<file path="src/rtl/mem_req_arbiter.sv">
// Arbitrates ICache demand, ICache prefetch and LSB requests onto a single-outstanding byte-serial memory port.
// Optional macro MEM_ARB_AGING_EN: prefetch aging so PF cannot starve behind continuous IC/LSB traffic.
module mem_req_arbiter #(
  parameter int ADDR_WIDTH  = 32,
  parameter int BLOCK_WIDTH = 1,
  parameter int TIMEOUT     = 64,
  parameter int AGE_LIMIT   = 4
) (
  input  logic                             Sys_clk,
  input  logic                             Sys_rst,
  input  logic                             Sys_rdy,
  input  logic                             ICARB_en,
  input  logic [ADDR_WIDTH-1:0]            ICARB_addr,
  output logic                             ARBIC_en,
  output logic [(32<<BLOCK_WIDTH)-1:0]     ARBIC_block,
  input  logic                             PFARB_en,
  input  logic [ADDR_WIDTH-1:0]            PFARB_addr,
  output logic                             ARBPF_en,
  output logic [(32<<BLOCK_WIDTH)-1:0]     ARBPF_block,
  input  logic                             LSBARB_en,
  input  logic                             LSBARB_wr,
  input  logic [2:0]                       LSBARB_len,
  input  logic [ADDR_WIDTH-1:0]            LSBARB_addr,
  input  logic [31:0]                      LSBARB_data,
  output logic                             ARBLSB_r_en,
  output logic                             ARBLSB_w_en,
  output logic [31:0]                      ARBLSB_data,
  output logic                             ARBMC_en,
  output logic                             ARBMC_wr,
  output logic [3:0]                       ARBMC_len,
  output logic [ADDR_WIDTH-1:0]            ARBMC_addr,
  output logic [31:0]                      ARBMC_wdata,
  input  logic                             MCARB_done,
  input  logic [63:0]                      MCARB_rdata,
  output logic                             ARB_err
);

  localparam int         BLK_W     = 32 << BLOCK_WIDTH;
  localparam logic [3:0] BLK_BYTES = 4'(1 << (BLOCK_WIDTH + 2));
  localparam int         TO_W      = $clog2(TIMEOUT + 1);

  typedef enum logic [1:0] {S_IDLE = 2'd0, S_ISSUE = 2'd1, S_RESP = 2'd2} state_t;
  typedef enum logic [1:0] {G_NONE = 2'd0, G_IC = 2'd1, G_PF = 2'd2, G_LSB = 2'd3} grant_t;

  state_t          r_state;
  state_t          w_state_nxt;
  grant_t          r_grant;
  grant_t          w_pick;
  logic            r_last_lsb;
  logic [TO_W-1:0] r_tmo;
  logic            w_force_pf;

  // Keep bytes 0..len-1 of the returned data, zero the rest.
  function automatic logic [31:0] lsb_bytes(input logic [3:0] len, input logic [63:0] rdata);
    logic [31:0] v;
    v = 32'd0;
    for (int i = 0; i < 4; i++) begin
      if (i < int'(len)) v[8*i +: 8] = rdata[8*i +: 8];
    end
    return v;
  endfunction

`ifdef MEM_ARB_AGING_EN
  logic [2:0] r_age;

  // Count IC/LSB wins that happen while a prefetch is waiting.
  always_ff @(posedge Sys_clk or posedge Sys_rst) begin
    if (Sys_rst) begin
      r_age <= 3'd0;
    end else if (Sys_rdy && r_state == S_IDLE) begin
      if (w_pick == G_PF) begin
        r_age <= 3'd0;
      end else if ((w_pick == G_IC || w_pick == G_LSB) && PFARB_en && r_age != 3'd7) begin
        r_age <= r_age + 3'd1;
      end
    end
  end

  assign w_force_pf = PFARB_en && (r_age >= 3'(AGE_LIMIT));
`else
  assign w_force_pf = 1'b0;
`endif

  // Arbitration: aged PF first, then IC/LSB alternation, PF only when both are idle.
  always_comb begin
    w_pick = G_NONE;
    if (w_force_pf) begin
      w_pick = G_PF;
    end else if (ICARB_en && LSBARB_en) begin
      w_pick = r_last_lsb ? G_IC : G_LSB;
    end else if (ICARB_en) begin
      w_pick = G_IC;
    end else if (LSBARB_en) begin
      w_pick = G_LSB;
    end else if (PFARB_en) begin
      w_pick = G_PF;
    end else begin
      w_pick = G_NONE;
    end
  end

  // Next-state logic.
  always_comb begin
    w_state_nxt = r_state;
    case (r_state)
      S_IDLE:  w_state_nxt = (w_pick != G_NONE) ? S_ISSUE : S_IDLE;
      S_ISSUE: w_state_nxt = MCARB_done ? S_RESP : S_ISSUE;
      S_RESP:  w_state_nxt = S_IDLE;
      default: w_state_nxt = S_IDLE;
    endcase
  end

  // State register, frozen while Sys_rdy is low.
  always_ff @(posedge Sys_clk or posedge Sys_rst) begin
    if (Sys_rst) begin
      r_state <= S_IDLE;
    end else if (Sys_rdy) begin
      r_state <= w_state_nxt;
    end
  end

  // Request latching, response routing, timeout tracking.
  always_ff @(posedge Sys_clk or posedge Sys_rst) begin
    if (Sys_rst) begin
      r_grant     <= G_NONE;
      r_last_lsb  <= 1'b1;
      r_tmo       <= '0;
      ARBIC_en    <= 1'b0;
      ARBIC_block <= '0;
      ARBPF_en    <= 1'b0;
      ARBPF_block <= '0;
      ARBLSB_r_en <= 1'b0;
      ARBLSB_w_en <= 1'b0;
      ARBLSB_data <= 32'd0;
      ARBMC_en    <= 1'b0;
      ARBMC_wr    <= 1'b0;
      ARBMC_len   <= 4'd0;
      ARBMC_addr  <= '0;
      ARBMC_wdata <= 32'd0;
      ARB_err     <= 1'b0;
    end else if (Sys_rdy) begin
      ARBIC_en    <= 1'b0;
      ARBPF_en    <= 1'b0;
      ARBLSB_r_en <= 1'b0;
      ARBLSB_w_en <= 1'b0;
      case (r_state)
        S_IDLE: begin
          r_grant <= w_pick;
          case (w_pick)
            G_IC: begin
              ARBMC_en    <= 1'b1;
              ARBMC_wr    <= 1'b0;
              ARBMC_len   <= BLK_BYTES;
              ARBMC_addr  <= ICARB_addr;
              ARBMC_wdata <= 32'd0;
              r_last_lsb  <= 1'b0;
            end
            G_PF: begin
              ARBMC_en    <= 1'b1;
              ARBMC_wr    <= 1'b0;
              ARBMC_len   <= BLK_BYTES;
              ARBMC_addr  <= PFARB_addr;
              ARBMC_wdata <= 32'd0;
            end
            G_LSB: begin
              ARBMC_en    <= 1'b1;
              ARBMC_wr    <= LSBARB_wr;
              ARBMC_len   <= {1'b0, LSBARB_len};
              ARBMC_addr  <= LSBARB_addr;
              ARBMC_wdata <= LSBARB_data;
              r_last_lsb  <= 1'b1;
            end
            default: ;
          endcase
        end
        S_ISSUE: begin
          if (r_tmo != TO_W'(TIMEOUT)) r_tmo <= r_tmo + TO_W'(1);
          if (r_tmo == TO_W'(TIMEOUT - 1)) ARB_err <= 1'b1;
          if (MCARB_done) begin
            ARBMC_en <= 1'b0;
            case (r_grant)
              G_IC: begin
                ARBIC_en    <= 1'b1;
                ARBIC_block <= BLK_W'(MCARB_rdata);
              end
              G_PF: begin
                ARBPF_en    <= 1'b1;
                ARBPF_block <= BLK_W'(MCARB_rdata);
              end
              G_LSB: begin
                if (ARBMC_wr) begin
                  ARBLSB_w_en <= 1'b1;
                end else begin
                  ARBLSB_r_en <= 1'b1;
                  ARBLSB_data <= lsb_bytes(ARBMC_len, MCARB_rdata);
                end
              end
              default: ;
            endcase
          end
        end
        S_RESP:  r_tmo <= '0;
        default: r_tmo <= '0;
      endcase
    end
  end

endmodule

</file>
<file path="config.mk">
export PLATFORM = sky130hd
export DESIGN_NAME = mem_req_arbiter
export DESIGN_NICKNAME = d
export VERILOG_FILES = /design/src/rtl/mem_req_arbiter.sv
export SDC_FILE = /design/constraint.sdc
export NUM_CORES = 1
export LEC_CHECK = 0
export BUFFER_PORTS_ARGS = -buffer_cell sky130_fd_sc_hd__buf_2
export CAP_MARGIN = 10
export CORE_MARGIN = 5
export CORE_UTILIZATION = 40
export CTS_CLUSTER_SIZE = 28
export DETAILED_ROUTE_END_ITERATION = 7
export PLACE_DENSITY = 0.72
export SLEW_MARGIN = 15
export SYNTH_ARGS = -nofsm -noshare
export SYNTH_HDL_FRONTEND = slang
export SYNTH_SLANG_ARGS = --single-unit
</file>
<file path="constraint.sdc">
create_clock -name Sys_clk -period 7.28 [get_ports Sys_clk]
set_clock_uncertainty 0.1 [all_clocks]
set_input_delay 0.728 -clock Sys_clk [delete_from_list [all_inputs] [get_ports Sys_clk]]
set_output_delay 0.728 -clock Sys_clk [all_outputs]
set_load 0.1 [all_outputs]
</file>
==> results by group <==
Place
  – Routability cong.: around 0.85
  – Port Buffers: between 400 and 500
  – Pre-CTS setup slack: between 4 and 5 ns
  – HPWL Detailed: between 20 and 25 mm

Synth
  – Yosys cell types: between 40 and 50
  – Fraction of registers with async set/reset: 1.000
  – Largest family of logic cells by synthesized area: multiplexers
  – Top-count cell post-synth: dfrtp_1
  – Synth Area in Simple Gates: 0.05971
  – Synth Area in Adders: 0.002472
  – Synthesized Nets: approximately 970
  – Register bit total from synthesis: approximately 250
  – Avg Cell Area, Syn: 13.18 um2
  – Main flop type after synthesis: dfrtp_1
  – Top cell type by total area after synthesis: dfrtp_1
  – Synth Warn #: 0
  – XOR/XNOR Fraction of Synth Area: 0
  – Sequential share of the synthesized area: 0.6108
  – Cells after synthesis: 768
  – Mux share of post-synthesis cell area: 0.1760
  – Most frequent cells after synthesis: dfrtp_1 (246), mux2_2 (133), a22o_1 (36)
  – Synth top area cells: dfrtp_1 (61%), mux2_2 (15%), a22o_1 (3.1%), mux2i_1 (2.5%), a22oi_1 (2.4%)
  – Mapped cell area: approximately 0.010 mm2
  – Top cell type's share of synthesized area: 0.6082
  – Post-synth EDFFs: 0
  – Compound-gate portion of the synthesized area: 0.1105

Clocking
  – H-tree depth: 1
  – CTS max path bufs: 3
  – Clock slew seen by the registers of the worst setup and hold paths: roughly 0.060 ns
  – CTS tree: yes
  – Cts hold-fix bufs: 0
  – Worst-Skew Late Latency: around 0.52 ns
  – Root Driver: clkbuf_16
  – Num CTS Buffers: 26
  – Resize count post-CTS: 0
  – Post-CTS Setup Inserts: 0
  – Sink Count: around 250

Floorplan
  – Die Footprint: roughly 0.029 mm2
  – Core Area: between 0.02 and 0.03 mm2
  – Chip height: ~170 um
  – Initial Utilization: 0.4042
  – Die Wd: about 170 um
  – # IOs: 438
  – Rows: 58

Setup path
  – CP Data Required Time: 7.58 ns
  – Slowest cell on the critical path: buf_4
  – Slowest stage delay, CP: 0.69 ns
  – Crit Path Class: flop to flop
  – Crit-path cells: nand4b_2, nor3_2, buf_4, mux2_2
  – R2R depth: 4
  – WP data arrival: 2.87 ns
  – CP max FO: 65
  – CP startpoint kind: flop
  – Worst setup EP type: flop

Timing
  – Slew Limit Headroom: 0.2101
  – Setup TNS: 0 ns
  – Slew Limit Fails: 0
  – Unrepaired setup endpoints after global routing: false
  – Tmin final: between 2 and 3 ns
  – Setup Viol. Count Final: 0
  – Worst-Margin Slew: between 1 and 1.5 ns
  – PnR worst setup slack: between 4 and 5 ns
  – Final hold violations: 0
  – Tcrit/Tclk final: 0.3532
  – Max Clk Rate: around 0.39 GHz

Outcome
  – Outcome: finished, final reports clean

Run
  – Number of max-cap violations: 0

Drt
  – Vias: between 8000 and 9000
  – Routed WL: 31.38 mm
  – DR pass1 iterations: 5
  – Vias per inst: 5.189
  – Routed WL per cell: 20.34 um
  – Starting DRT DRC Count: ~600
  – Post-route ant nets: 0
  – Post-route DRC: 0

Min path
  – Hold/Removal Path Class: input pin to async pin

GRT
  – Pin count of the biggest net entering global routing: between 150 and 200
  – Initial antenna violation count: 3
  – Total gr overflow: 0
  – GR Util All Layers: 0.2090
  – Via count of the first global-routing pass: about 8500
  – First-pass GRT wire length: between 40 and 50 mm

Finish
  – Area Growth Syn to Fin: 34.05%
  – Net total in the final layout: ~1400
  – Share of cells above drive strength 1: 0.5326
[registers in the layout, summed over array words and instances, names as in the netlist, 2 cells and up]
signal and count:
ARBIC_block 64, ARBPF_block 64, ARBLSB_data 32, ARBMC_addr 32, ARBMC_wdata 32, r_tmo 7, ARBMC_len 4, r_grant 2
r_state 2
[final cells by class]
class / count / area [um2]
Fill cell: 2211 / 11470
Multi-Input combinational cell: 433 / 3556
Timing Repair Buffer: 451 / 2305
Antenna cell: 2 / 5.005
Clock buffer: 34 / 772.0
Sequential cell: 247 / 6182
Clock inverter: 14 / 210.2
Tap cell: 330 / 412.9
Inverter: 32 / 123.9
[logic make-up after synthesis]
family                   Yosys count
multiplexers                     161
flip-flops                       247
buffers and inverters             88
AO/OA/AOI/OAI                    161
AND/OR/NAND/NOR                  109
adder cells (fa/ha/maj)            2
[metrics by stage]
stage / util / hold slack (ns) / std cells / area, um2
finish: 0.5419 / 0.3169 / 1543 / 13570
global route: 0.5419 / 0.2938 / 1543 / 13570
CTS: 0.5417 / 0.2855 / 1541 / 13560
detailed placement: 0.5024 / 0.3531 / 1493 / 12580
global placement: 0.5024 / 0.3522 / 1493 / 12580
floorplan: - / 0.4112 / 768 / 10120
[final timing paths]
kind / end / slack (ns) / start
max in group asynchronous: ARBIC_block[35] / 5.15 / Sys_rst
hold / removal: ARBMC_addr[26] / 0.32 / Sys_rst
setup reg to reg: ARBPF_block[30] / 4.71 / r_state[0]
hold reg to reg: ARB_err / 0.37 / ARB_err
min in group Sys_clk: ARBMC_wdata[16] / 0.32 / LSBARB_data[16]
setup / recovery: ARBPF_block[30] / 4.71 / r_state[0]
[metal layers]
metal | part of all wire | track usage
met2 | 0.51 | 0.3727
met1 | 0.38 | 0.2563
met4 | 0.025 | 0.05390
met5 | 0.00022 | 0
met3 | 0.086 | 0.04834
[layout by cell type, fill, tap and decap left out, types with 4 or more instances in the layout]
| cell type | instances |
|---|---|
| o21ai_0 | 6 |
| mux2i_1 | 25 |
| a21oi_1 | 35 |
| clkbuf_8 | 7 |
| bufinv_16 | 5 |
| clkbuf_16 | 27 |
| buf_2 | 437 |
| a22o_1 | 36 |
| dfrtp_1 | 246 |
| mux2_2 | 133 |
| nand2_1 | 32 |
| clkinvlp_4 | 4 |
| a22oi_1 | 32 |
| buf_4 | 13 |
| a31oi_1 | 35 |
| nor2_1 | 7 |
| nor2b_1 | 10 |
| inv_1 | 31 |
| clkinv_2 | 4 |
| nand3_1 | 35 |
[critical path, delay by kind of cell (launching register included)]
| family | cells | cell delay (ns) |
|---|---|---|
| AND/OR/NAND/NOR | 2 | 0.48 |
| buffers and inverters | 1 | 0.69 |
| flip-flops | 1 | 0.66 |
| multiplexers | 1 | 0.42 |
Power is left out: the tool's default activity adds up to more than one toggle a clock period on the data nets, which glitch-free logic cannot reach.
